$ cat config.mk
export PLATFORM = sky130hd
export DESIGN_NAME = conv_tile_scheduler_flat
export DESIGN_NICKNAME = d
export VERILOG_FILES = /design/src/rtl/conv_pkg.sv /design/src/rtl/conv_tile_scheduler_if.sv /design/src/rtl/conv_loop_counter.sv /design/src/rtl/conv_tile_scheduler.sv /design/src/flat_wrapper.sv
export SDC_FILE = /design/constraint.sdc
export NUM_CORES = 1
export LEC_CHECK = 0
export CAP_MARGIN = 25
export CELL_PAD_IN_SITES_DETAIL_PLACEMENT = 1
export CELL_PAD_IN_SITES_GLOBAL_PLACEMENT = 1
export CORE_MARGIN = 2
export CORE_UTILIZATION = 30
export DETAILED_ROUTE_END_ITERATION = 16
export DONT_BUFFER_PORTS = 1
export HOLD_SLACK_MARGIN = 0.03
export PLACE_DENSITY = 0.57
export SLEW_MARGIN = 20
export SYNTH_ARGS = -nofsm -noshare
export SYNTH_HDL_FRONTEND = slang
export SYNTH_HIERARCHICAL = 1
export SYNTH_SLANG_ARGS = --single-unit
$ cat constraint.sdc
create_clock -name clk -period 8.3 [get_ports clk]
set_input_delay 1.245 -clock clk [delete_from_list [all_inputs] [get_ports clk]]
set_output_delay 1.245 -clock clk [all_outputs]
set_load 0.1 [all_outputs]
$ cat src/rtl/conv_pkg.sv
// Shared types for the conv tile scheduler: FSM state encoding, latched layer config
// and the zero-field check used to reject an unusable layer.
package conv_pkg;

    localparam int DIM_W = 8;

    typedef enum logic [2:0] {
        S_IDLE,
        S_CHECK,
        S_ISSUE,
        S_WB,
        S_DONE
    } conv_sched_state_t;

    typedef struct packed {
        logic [DIM_W-1:0] nif;
        logic [DIM_W-1:0] nky;
        logic [DIM_W-1:0] nkx;
        logic [DIM_W-1:0] nof;
        logic [DIM_W-1:0] noy;
        logic [DIM_W-1:0] nox;
        logic [DIM_W-1:0] s;
    } conv_cfg_t;

    function automatic logic cfg_has_zero(input conv_cfg_t c);
        return (c.nif == '0) || (c.nky == '0) || (c.nkx == '0) ||
               (c.nof == '0) || (c.noy == '0) || (c.nox == '0) || (c.s == '0);
    endfunction

endpackage

$ cat src/rtl/conv_tile_scheduler_if.sv
// MAC-beat and tile-writeback handshake bundle between the scheduler (master)
// and the MAC array / writeback path (slave).
interface conv_tile_scheduler_if #(
    parameter int DIM_W = conv_pkg::DIM_W
);
    logic               op_valid;
    logic               op_ready;
    logic [DIM_W-1:0]   op_ni;
    logic [DIM_W-1:0]   op_ky;
    logic [DIM_W-1:0]   op_kx;
    logic [DIM_W-1:0]   op_of_base;
    logic [DIM_W-1:0]   op_oy_base;
    logic [DIM_W-1:0]   op_ox_base;
    logic [2*DIM_W-1:0] op_ifm_x;
    logic [2*DIM_W-1:0] op_ifm_y;
    logic               op_acc_clr;
    logic               op_acc_last;
    logic               wb_valid;
    logic               wb_ready;

    modport master (
        output op_valid, op_ni, op_ky, op_kx, op_of_base, op_oy_base, op_ox_base,
               op_ifm_x, op_ifm_y, op_acc_clr, op_acc_last, wb_valid,
        input  op_ready, wb_ready
    );

    modport slave (
        input  op_valid, op_ni, op_ky, op_kx, op_of_base, op_oy_base, op_ox_base,
               op_ifm_x, op_ifm_y, op_acc_clr, op_acc_last, wb_valid,
        output op_ready, wb_ready
    );
endinterface

$ cat src/rtl/conv_loop_counter.sv
// One level of the loop nest: advances by step on inc and returns to 0 (raising wrap)
// once value+step would reach limit, so a partial last step is still visited.
module conv_loop_counter #(
    parameter int W = 8
) (
    input  logic         clk,
    input  logic         rst_n,
    input  logic         clr,
    input  logic         inc,
    input  logic [W-1:0] step,
    input  logic [W-1:0] limit,
    output logic [W-1:0] value,
    output logic         wrap
);
    // One extra bit so value+step cannot alias past the limit
    logic [W:0] next_sum;

    assign next_sum = {1'b0, value} + {1'b0, step};
    assign wrap     = inc && (next_sum >= {1'b0, limit});

    always_ff @(posedge clk or negedge rst_n) begin
        if (!rst_n) begin
            value <= '0;
        end else if (clr) begin
            value <= '0;
        end else if (inc) begin
            value <= wrap ? '0 : next_sum[W-1:0];
        end
    end
endmodule

$ cat src/rtl/conv_tile_scheduler.sv
// Conv layer loop-nest sequencer: tiles (of,oy,ox) outer, beats (ni,ky,kx) inner.
// Optional stall counter enabled by defining CONV_PERF_CNT_EN.
module conv_tile_scheduler
    import conv_pkg::*;
#(
    parameter int POF = 8,
    parameter int POY = 4,
    parameter int POX = 4
) (
    input  logic             clk,
    input  logic             rst_n,
    input  logic             start,
    input  logic             abort,
    input  logic [DIM_W-1:0] cfg_nif,
    input  logic [DIM_W-1:0] cfg_nky,
    input  logic [DIM_W-1:0] cfg_nkx,
    input  logic [DIM_W-1:0] cfg_nof,
    input  logic [DIM_W-1:0] cfg_noy,
    input  logic [DIM_W-1:0] cfg_nox,
    input  logic [DIM_W-1:0] cfg_s,
    output logic             busy,
    output logic             done,
    output logic             cfg_err,
    output logic [31:0]      perf_stall,
    conv_tile_scheduler_if.master bus
);
    localparam logic [DIM_W-1:0] STEP_1 = DIM_W'(1);
    localparam logic [DIM_W-1:0] STEP_F = DIM_W'(POF);
    localparam logic [DIM_W-1:0] STEP_Y = DIM_W'(POY);
    localparam logic [DIM_W-1:0] STEP_X = DIM_W'(POX);

    conv_sched_state_t state;
    conv_cfg_t         cfg;
    conv_cfg_t         cfg_in;

    logic start_acc, abort_hit, cnt_clr, beat_fire, tile_fire;
    logic [DIM_W-1:0] kx_val, ky_val, ni_val, ox_val, oy_val, of_val;
    logic kx_wrap, ky_wrap, ni_wrap, ox_wrap, oy_wrap, of_wrap;

    assign cfg_in    = '{nif: cfg_nif, nky: cfg_nky, nkx: cfg_nkx,
                         nof: cfg_nof, noy: cfg_noy, nox: cfg_nox, s: cfg_s};
    assign start_acc = start && (state == S_IDLE);
    assign abort_hit = abort && (state != S_IDLE);
    assign cnt_clr   = start_acc || abort_hit;
    assign beat_fire = bus.op_valid && bus.op_ready && !abort;
    assign tile_fire = bus.wb_valid && bus.wb_ready && !abort;

    // Inner chain: kx fastest, ni wrap marks the last beat of the tile
    conv_loop_counter #(.W(DIM_W)) u_kx (.clk(clk), .rst_n(rst_n), .clr(cnt_clr), .inc(beat_fire),
        .step(STEP_1), .limit(cfg.nkx), .value(kx_val), .wrap(kx_wrap));
    conv_loop_counter #(.W(DIM_W)) u_ky (.clk(clk), .rst_n(rst_n), .clr(cnt_clr), .inc(kx_wrap),
        .step(STEP_1), .limit(cfg.nky), .value(ky_val), .wrap(ky_wrap));
    conv_loop_counter #(.W(DIM_W)) u_ni (.clk(clk), .rst_n(rst_n), .clr(cnt_clr), .inc(ky_wrap),
        .step(STEP_1), .limit(cfg.nif), .value(ni_val), .wrap(ni_wrap));

    // Outer chain: ox fastest, of wrap marks the last tile of the layer
    conv_loop_counter #(.W(DIM_W)) u_ox (.clk(clk), .rst_n(rst_n), .clr(cnt_clr), .inc(tile_fire),
        .step(STEP_X), .limit(cfg.nox), .value(ox_val), .wrap(ox_wrap));
    conv_loop_counter #(.W(DIM_W)) u_oy (.clk(clk), .rst_n(rst_n), .clr(cnt_clr), .inc(ox_wrap),
        .step(STEP_Y), .limit(cfg.noy), .value(oy_val), .wrap(oy_wrap));
    conv_loop_counter #(.W(DIM_W)) u_of (.clk(clk), .rst_n(rst_n), .clr(cnt_clr), .inc(oy_wrap),
        .step(STEP_F), .limit(cfg.nof), .value(of_val), .wrap(of_wrap));

    assign bus.op_ni       = ni_val;
    assign bus.op_ky       = ky_val;
    assign bus.op_kx       = kx_val;
    assign bus.op_of_base  = of_val;
    assign bus.op_oy_base  = oy_val;
    assign bus.op_ox_base  = ox_val;
    assign bus.op_ifm_x    = {{DIM_W{1'b0}}, cfg.s} * {{DIM_W{1'b0}}, ox_val}
                           + {{DIM_W{1'b0}}, kx_val};
    assign bus.op_ifm_y    = {{DIM_W{1'b0}}, cfg.s} * {{DIM_W{1'b0}}, oy_val}
                           + {{DIM_W{1'b0}}, ky_val};
    assign bus.op_acc_clr  = bus.op_valid && (ni_val == '0) && (ky_val == '0) && (kx_val == '0);
    assign bus.op_acc_last = bus.op_valid && (ni_val == cfg.nif - STEP_1)
                           && (ky_val == cfg.nky - STEP_1) && (kx_val == cfg.nkx - STEP_1);

    always_ff @(posedge clk or negedge rst_n) begin
        if (!rst_n) begin
            state        <= S_IDLE;
            cfg          <= '0;
            busy         <= 1'b0;
            done         <= 1'b0;
            cfg_err      <= 1'b0;
            bus.op_valid <= 1'b0;
            bus.wb_valid <= 1'b0;
        end else begin
            done    <= 1'b0;
            cfg_err <= 1'b0;
            if (abort_hit) begin
                state        <= S_IDLE;
                busy         <= 1'b0;
                bus.op_valid <= 1'b0;
                bus.wb_valid <= 1'b0;
            end else begin
                case (state)
                    S_IDLE: begin
                        if (start) begin
                            cfg     <= cfg_in;
                            busy    <= 1'b1;
                            cfg_err <= cfg_has_zero(cfg_in);
                            state   <= S_CHECK;
                        end
                    end
                    S_CHECK: begin
                        if (cfg_has_zero(cfg)) begin
                            busy  <= 1'b0;
                            state <= S_IDLE;
                        end else begin
                            bus.op_valid <= 1'b1;
                            state        <= S_ISSUE;
                        end
                    end
                    S_ISSUE: begin
                        if (ni_wrap) begin
                            bus.op_valid <= 1'b0;
                            bus.wb_valid <= 1'b1;
                            state        <= S_WB;
                        end
                    end
                    S_WB: begin
                        if (tile_fire) begin
                            bus.wb_valid <= 1'b0;
                            if (of_wrap) begin
                                done  <= 1'b1;
                                busy  <= 1'b0;
                                state <= S_DONE;
                            end else begin
                                bus.op_valid <= 1'b1;
                                state        <= S_ISSUE;
                            end
                        end
                    end
                    S_DONE: state <= S_IDLE;
                    default: state <= S_IDLE;
                endcase
            end
        end
    end

`ifdef CONV_PERF_CNT_EN
    logic stall;
    assign stall = (bus.op_valid && !bus.op_ready) || (bus.wb_valid && !bus.wb_ready);

    always_ff @(posedge clk or negedge rst_n) begin
        if (!rst_n) begin
            perf_stall <= '0;
        end else if (start_acc) begin
            perf_stall <= '0;
        end else if (stall && (perf_stall != '1)) begin
            perf_stall <= perf_stall + 32'd1;
        end
    end
`else
    assign perf_stall = '0;
`endif

endmodule

$ cat src/flat_wrapper.sv
// flat-port wrapper written by rule: the top's interface ports become plain ports
module conv_tile_scheduler_flat import conv_pkg::*;
#(
    parameter int POF = 8,
    parameter int POY = 4,
    parameter int POX = 4
)
  (clk, rst_n, start, abort, cfg_nif, cfg_nky, cfg_nkx, cfg_nof, cfg_noy, cfg_nox, cfg_s, busy, done, cfg_err, perf_stall, bus_op_valid, bus_op_ni, bus_op_ky, bus_op_kx, bus_op_of_base, bus_op_oy_base, bus_op_ox_base, bus_op_ifm_x, bus_op_ifm_y, bus_op_acc_clr, bus_op_acc_last, bus_wb_valid, bus_op_ready, bus_wb_ready);
  conv_tile_scheduler_if #(.DIM_W(DIM_W)) bus_i ();
  input  logic clk;
  input  logic rst_n;
  input  logic start;
  input  logic abort;
  input  logic [DIM_W-1:0] cfg_nif;
  input  logic [DIM_W-1:0] cfg_nky;
  input  logic [DIM_W-1:0] cfg_nkx;
  input  logic [DIM_W-1:0] cfg_nof;
  input  logic [DIM_W-1:0] cfg_noy;
  input  logic [DIM_W-1:0] cfg_nox;
  input  logic [DIM_W-1:0] cfg_s;
  output logic busy;
  output logic done;
  output logic cfg_err;
  output logic [31:0] perf_stall;
  output wire logic [$bits(bus_i.op_valid)-1:0] bus_op_valid;
  output wire logic [$bits(bus_i.op_ni)-1:0] bus_op_ni;
  output wire logic [$bits(bus_i.op_ky)-1:0] bus_op_ky;
  output wire logic [$bits(bus_i.op_kx)-1:0] bus_op_kx;
  output wire logic [$bits(bus_i.op_of_base)-1:0] bus_op_of_base;
  output wire logic [$bits(bus_i.op_oy_base)-1:0] bus_op_oy_base;
  output wire logic [$bits(bus_i.op_ox_base)-1:0] bus_op_ox_base;
  output wire logic [$bits(bus_i.op_ifm_x)-1:0] bus_op_ifm_x;
  output wire logic [$bits(bus_i.op_ifm_y)-1:0] bus_op_ifm_y;
  output wire logic [$bits(bus_i.op_acc_clr)-1:0] bus_op_acc_clr;
  output wire logic [$bits(bus_i.op_acc_last)-1:0] bus_op_acc_last;
  output wire logic [$bits(bus_i.wb_valid)-1:0] bus_wb_valid;
  input wire logic [$bits(bus_i.op_ready)-1:0] bus_op_ready;
  input wire logic [$bits(bus_i.wb_ready)-1:0] bus_wb_ready;
  assign bus_op_valid = bus_i.op_valid;
  assign bus_op_ni = bus_i.op_ni;
  assign bus_op_ky = bus_i.op_ky;
  assign bus_op_kx = bus_i.op_kx;
  assign bus_op_of_base = bus_i.op_of_base;
  assign bus_op_oy_base = bus_i.op_oy_base;
  assign bus_op_ox_base = bus_i.op_ox_base;
  assign bus_op_ifm_x = bus_i.op_ifm_x;
  assign bus_op_ifm_y = bus_i.op_ifm_y;
  assign bus_op_acc_clr = bus_i.op_acc_clr;
  assign bus_op_acc_last = bus_i.op_acc_last;
  assign bus_wb_valid = bus_i.wb_valid;
  assign bus_i.op_ready = bus_op_ready;
  assign bus_i.wb_ready = bus_wb_ready;
  conv_tile_scheduler #(.POF(POF), .POY(POY), .POX(POX)) u_core (.clk(clk), .rst_n(rst_n), .start(start), .abort(abort), .cfg_nif(cfg_nif), .cfg_nky(cfg_nky), .cfg_nkx(cfg_nkx), .cfg_nof(cfg_nof), .cfg_noy(cfg_noy), .cfg_nox(cfg_nox), .cfg_s(cfg_s), .busy(busy), .done(done), .cfg_err(cfg_err), .perf_stall(perf_stall), .bus(bus_i));
endmodule
## Yosys cells after proc, flatten, opt, wreduce, memory -nomap -nowiden

Cells that the tools add are included.

| cells by class | value |
|---|---|
| add/subtract/negate cells | 11 |
| eq/ne operators | 13 |
| bitwise logic cells | 1 |
| magnitude comparators | 6 |
| multiplexer cells | 48 |
| reduce and logical (&&, ||, !) cells | 65 |
| $mul | 2 |

Operator list:

| cell | number |
|---|---|
| 8-bit two-way mux | 18 |
| 8-bit zero test | 17 |
| 9-bit by 8-bit >= comparator with 1-bit output | 6 |
| 16-bit by 8-bit adder with 16-bit output | 2 |
| 8-bit by 8-bit multiplier with 16-bit output | 2 |
| 8-bit by 1-bit adder with 9-bit output, second input constant | 3 |
| 8-bit == test | 3 |
| 8-bit by 1-bit subtractor with 8-bit output, second input constant | 3 |
| 1-bit two-way mux | 20 |
| 8-bit by 3-bit adder with 9-bit output, second input constant | 2 |
| 1-bit logical AND | 18 |
| 3-bit by 2-bit != test with 1-bit output, second input constant | 6 |
| 3-bit two-way mux | 5 |
| 1-bit logical OR | 13 |
| 3-bit case mux with 4 select lines | 1 |
| 2-bit nonzero test | 6 |
| 5-bit AND reduction | 2 |
| 8-bit by 4-bit adder with 9-bit output, second input constant | 1 |
| 3-bit AND reduction | 3 |
| 4-bit nonzero test | 2 |
| 3-bit by 2-bit == test with 1-bit output, second input constant | 2 |
| 1-bit case mux with 3 select lines | 2 |
| 3-bit nonzero test | 2 |
| 3-bit by 1-bit == test with 1-bit output, second input constant | 1 |
| other kinds (6) | 6 |

| storage, ports and cells | value |
|---|---|
| output and inout bits | 119 |
| flip-flop bits (word level) | 112 |

## Depth between registers and ports, before layout

| logic depth | value |
|---|---|
| depth in word-level cells | 10 |
| mapped depth | 19 |
| mapped depth without buffers | 18 |

## By module

The synthesis kept the hierarchy.

By module, submodules not included:

| module | sequential area each (um2) | instances | cells each | area each (um2) |
|---|---|---|---|---|
| conv_tile_scheduler | 1601.5 | 1 | 882 | 8219.1 |
| conv_loop_counter (u_core.u_ky ...) | 200.2 | 4 | 87 | 817.0 |
| conv_loop_counter (u_core.u_kx) | 200.2 | 1 | 90 | 849.6 |
| conv_loop_counter (u_core.u_ni) | 200.2 | 1 | 84 | 813.3 |

## Least setup slack after synthesis

OpenSTA, ideal clock, no wires.

| timing | value |
|---|---|
| kind | reg2out |
| start | register u_core.u_ox.value[1] |
| end | output bus_op_ifm_x[14] |
| cell stages (with the launch flop) | 18 |
| path buffers | 2 |
| arrival time | 6.269 ns |
| path slack | 0.786 ns |
| cell sequence | dfrtp_1 clkbuf_1 nand2_1 fa_1 inv_1 fa_1 fa_1 inv_1 fa_1 inv_1 ha_1 clkbuf_1 nand3_1 o2111ai_1 nand4_1 a21boi_0 o41ai_1 xnor2_1 |

| on the way | value |
|---|---|
| word-level cells in the longest chain between the ends | 2 |

Ends and longest elaborated chain:

| element | RTL line | source |
|---|---|---|
| start, declared | conv_loop_counter.sv:12 | `output logic [W-1:0] value,` |
| start signal, assigned | conv_loop_counter.sv:27 | `value <= wrap ? '0 : next_sum[W-1:0];` |
| 8-bit by 8-bit multiplier with 16-bit output | conv_tile_scheduler.sv:70 | `assign bus.op_ifm_x = {{DIM_W{1'b0}}, cfg.s} * {{DIM_W{1'b0}}, ox_val}` |
| 16-bit by 8-bit adder with 16-bit output | conv_tile_scheduler.sv:71 | `+ {{DIM_W{1'b0}}, kx_val};` |
| end, declared | flat_wrapper.sv:32 | `output wire logic [$bits(bus_i.op_ifm_x)-1:0] bus_op_ifm_x;` |

Every way passes these cells.

## Final worst setup path

| timing | value |
|---|---|
| start | register u_core.u_ox.value[0] |
| end | output bus_op_ifm_x[15] |

The elaborated chain is that of the path after synthesis.

==> results.py <==
metrics = {
    "outcome": {
        "run_status": "completed",
    },
    "worst_setup_path": {
        "max_stage_delay_ns": 0.54,
        "crit_arrival_ns": 5.52,
        "cpMostUsedCell": "fa_1",
        "criticalPathCategory": "flip-flop to primary output",
        "worstPathRequired_ns": 7.05,
        "r2r_cells": 15,
        "crit_path_start_kind": "flip-flop",
        "critPathSlowestCell": "fa_1",
        "cp_max_fo": 8,
        "reg2reg_to": "u_core/bus.wb_valid$_DFFE_PN0P_",
        "path_cells": "buf_4 > nand2_1 > fa_1 > fa_1 > inv_1 > fa_1 > inv_1 > fa_1 > inv_1 > ha_1 > a21oi_1 > nand2_1 > a221oi_2 > o2111ai_1 > o31ai_1 > xnor2_2 > buf_4",
        "r2r_start": "u_core/u_ni/value[0]$_DFFE_PN0P_",
        "worstSetupEndpointType": "primary output",
        "rrSetupSlack_ns": 3.75,
    },
    "route": {
        "routed_wire_length_per_instance_um": 17.9,
        "drc": 0,
        "vias_per_cell": 4.81,
        "dr_total_vias": 10089,
        "routed_wl_um": 37500,
        "drt_iter0_drc": 402,
        "drt-pass1-iter-count": 5,
        "antenna_left": 0,
    },
    "pwr": {
        "p_leak_nw": 7.53,
        "power_density_mw_per_mm2": 280,
        "ir_worst_vdd_mv": 0.192,
    },
    "global_routing": {
        "grtUsageMet2_pct": 29.2,
        "grt_start_max_net_pins": 113,
        "gr-usage-met3_pct": 4.19,
        "grt.busiest_layer": "met2",
        "grt_overflow": 0,
        "grt_pass1_wl_um": 60800,
        "grt_use_met1_pct": 21.9,
        "antenna_found_initial": 0,
        "grt_usage_pct": 17.0,
        "grt_pass1_vias": 10985,
    },
    "sta": {
        "setup_tns_ns": 0,
        "slew_headroom_pct": 28.4,
        "setup_viol": 0,
        "fin_crit_ns": 6.76,
        "fin_crit_sh_pct": 81.5,
        "slew_viol_final": 0,
        "fmax_mhz": 148,
        "finalHoldViolCount": 0,
        "holdWs_ns": 0.540,
        "worst_slack_ns": 1.54,
        "clock_skew_ns": 0.00946,
        "worstMarginPinSlew_ns": 1.07,
        "rsz0062_at_grt": "no",
    },
    "logic_synthesis": {
        "synth-adder-area-share_pct": 30.8,
        "async_reset_ff_share_pct": 100,
        "synthMuxAreaShare_pct": 4.20,
        "synth.avg_cell_area_sq_um": 9.37,
        "synth_top_family_by_area": "adder cells",
        "synth_edf_count": 0,
        "synth-compound-area-share_pct": 13.1,
        "synth_simple_gate_area_share_pct": 15.9,
        "synth_top_flop_cell": "dfrtp_1",
        "synth_most_common_cell": "inv_1",
        "synth_area_leader_cell": "dfrtp_1",
        "synth-xor-area-share_pct": 5.93,
        "synth_top_cell_area_share_pct": 21.3,
        "syn_area_sq_mm": 0.0132,
        "syn_inst": 1404,
        "synthTopCellsByArea": "dfrtp_1, ha_1, fa_1, inv_1, mux2_2",
        "yosys_warnings": 6,
        "yosysSeqAreaShare_pct": 21.3,
        "yosysUniqueCellTypes": 68,
        "synth.cells.most_frequent": "inv_1, ha_1, dfrtp_1",
        "synth-seq-cells": 112,
    },
    "cts": {
        "cts_hold_buf": 0,
        "cts_max_level": 3,
        "cts_resized": 0,
        "clk_latency_ns": 0.37,
        "clock_sinks": 112,
        "clockBufferDepth": 2,
        "cts_inserted_buffers": 9,
        "cts_tree": "done",
        "cts.clk_slew.worst_paths_ns": 0.08,
        "cts_root_buf": "clkbuf_16",
        "cts_setup_buffers": 0,
    },
    "place": {
        "port_buffers": 0,
        "placed_cell_area_sq_mm": 0.0145,
        "gp_congestion": 0.788,
        "hpwlAfterDp_um": 31300,
        "place_inst": 2078,
        "dp_slack_ns": 1.85,
    },
    "floorplanning": {
        "core-area_sq_mm": 0.0432,
        "num_rows": 76,
        "die_area_sq_mm": 0.0455,
        "initial_core_util_pct": 30.5,
        "num_io_pins": 181,
        "die_x_um": 213,
        "die_h_um": 213,
    },
    "hold_path": {
        "min_from": "u_core/u_oy/value[0]$_DFFE_PN0P_",
        "hold_path_depth": 1,
        "worstHoldPathType": "flip-flop to flip-flop",
        "hold_end": "u_core/u_oy/value[0]$_DFFE_PN0P_",
    },
    "run": {
        "maxCapViolCount": 0,
    },
    "layout": {
        "nets": 1835,
        "layout.area.seq_sq_mm": 0.00280,
        "multi_input_area_sq_mm": 0.00969,
        "syn2layout_area_growth_pct": 12.9,
        "stdcell_count": 2096,
        "nFillCells": 5079,
        "num_antenna_cells": 0,
        "post-route-cell-area_sq_mm": 0.0148,
        "drive_above_1_share_pct": 12.2,
    },
}
-- cell families after synthesis --
group,Yosys count
AND/OR/NAND/NOR,395
adder cells (fa/ha/maj),267
buffers and inverters,260
AO/OA/AOI/OAI,230
flip-flops,112
XOR/XNOR,89
multiplexers,49
other,2
-- critical path: cells and delay by family, from the launching register on --
family,cells,cell delay (ns)
flip-flops,1,0.46
AND/OR/NAND/NOR,2,0.22
adder cells (fa/ha/maj),5,2.36
XOR/XNOR,1,0.15
buffers and inverters,5,0.80
AO/OA/AOI/OAI,4,1.14
-- how the worst max path moves through the flow --
stage | endpoint | from | depth (start not counted) | slack (ns)
4_1_cts | bus_op_ifm_x[15] | u_core/u_ox/value[0]$_DFFE_PN0P_ | 17 | 1.45
3_3_place_gp | bus_op_ifm_x[15] | u_core/u_ox/value[0]$_DFFE_PN0P_ | 17 | 1.93
3_5_place_dp | bus_op_ifm_x[15] | u_core/u_ox/value[0]$_DFFE_PN0P_ | 17 | 1.85
5_1_grt | bus_op_ifm_x[14] | u_core/u_ox/value[0]$_DFFE_PN0P_ | 17 | 1.11
6_report | bus_op_ifm_x[15] | u_core/u_ox/value[0]$_DFFE_PN0P_ | 17 | 1.54
2_1_floorplan | bus_op_ifm_x[14] | u_core/u_ox/value[1]$_DFFE_PN0P_ | 17 | 0.79
-- layer usage --
metal	wire length [um]	part of all wire [%]	vias to the layer above
met1	17000	45	5034
met5	0	0	-
met2	17900	48	143
li1	-	-	4890
met4	405	1.1	0
met3	2120	5.6	22
-- power by group --
part	internal, mW	switching (mW)	total, mW
sequential	0.712	0.367	1.08
clock	0.242	0.234	0.476
combinational	0.876	1.72	2.60
-- final cells by class --
type                            count  share of cell area (%)
Clock buffer                        9                    1.52
Clock inverter                      7                   0.590
Inverter                          203                    5.13
Multi-Input combinational cell   1116                    65.3
Sequential cell                   112                    18.9
Tap cell                          585                    4.93
Timing Repair Buffer               64                    3.70
-- cells in the final DEF (no fill, tap or decap), types with 29 or more instances in the layout --
cell / count
inv_1: 203
ha_1: 173
dfrtp_1: 112
nand2_1: 103
fa_1: 94
conb_1: 86
and2_1: 82
buf_4: 57
nor2_1: 55
mux2_2: 49
a21oi_1: 47
xnor2_1: 44
nand3_1: 31
nor4_1: 30
o21ai_0: 29
-- sequential cells by signal, summed over array words and instances, names as in the netlist --
name,count
u_core/state,3
u_core/u_ni/value,8
u_core/u_ky/value,8
u_core/cfg_err,1
u_core/cfg,56
u_core/u_of/value,8
u_core/u_kx/value,8
u_core/busy,1
u_core/done,1
u_core/u_oy/value,8
u_core/bus.op_valid,1
u_core/u_ox/value,8
u_core/bus.wb_valid,1
-- metrics by stage --
step	utilization (%)	power, mW
final	34.4	4.15
after detailed placement	33.6	3.71
after floorplan	-	3.08
after global placement	33.4	3.62
after CTS	34.3	4.21
after global routing	34.4	4.50
No activity file was read; power rests on OpenSTA's default activity.
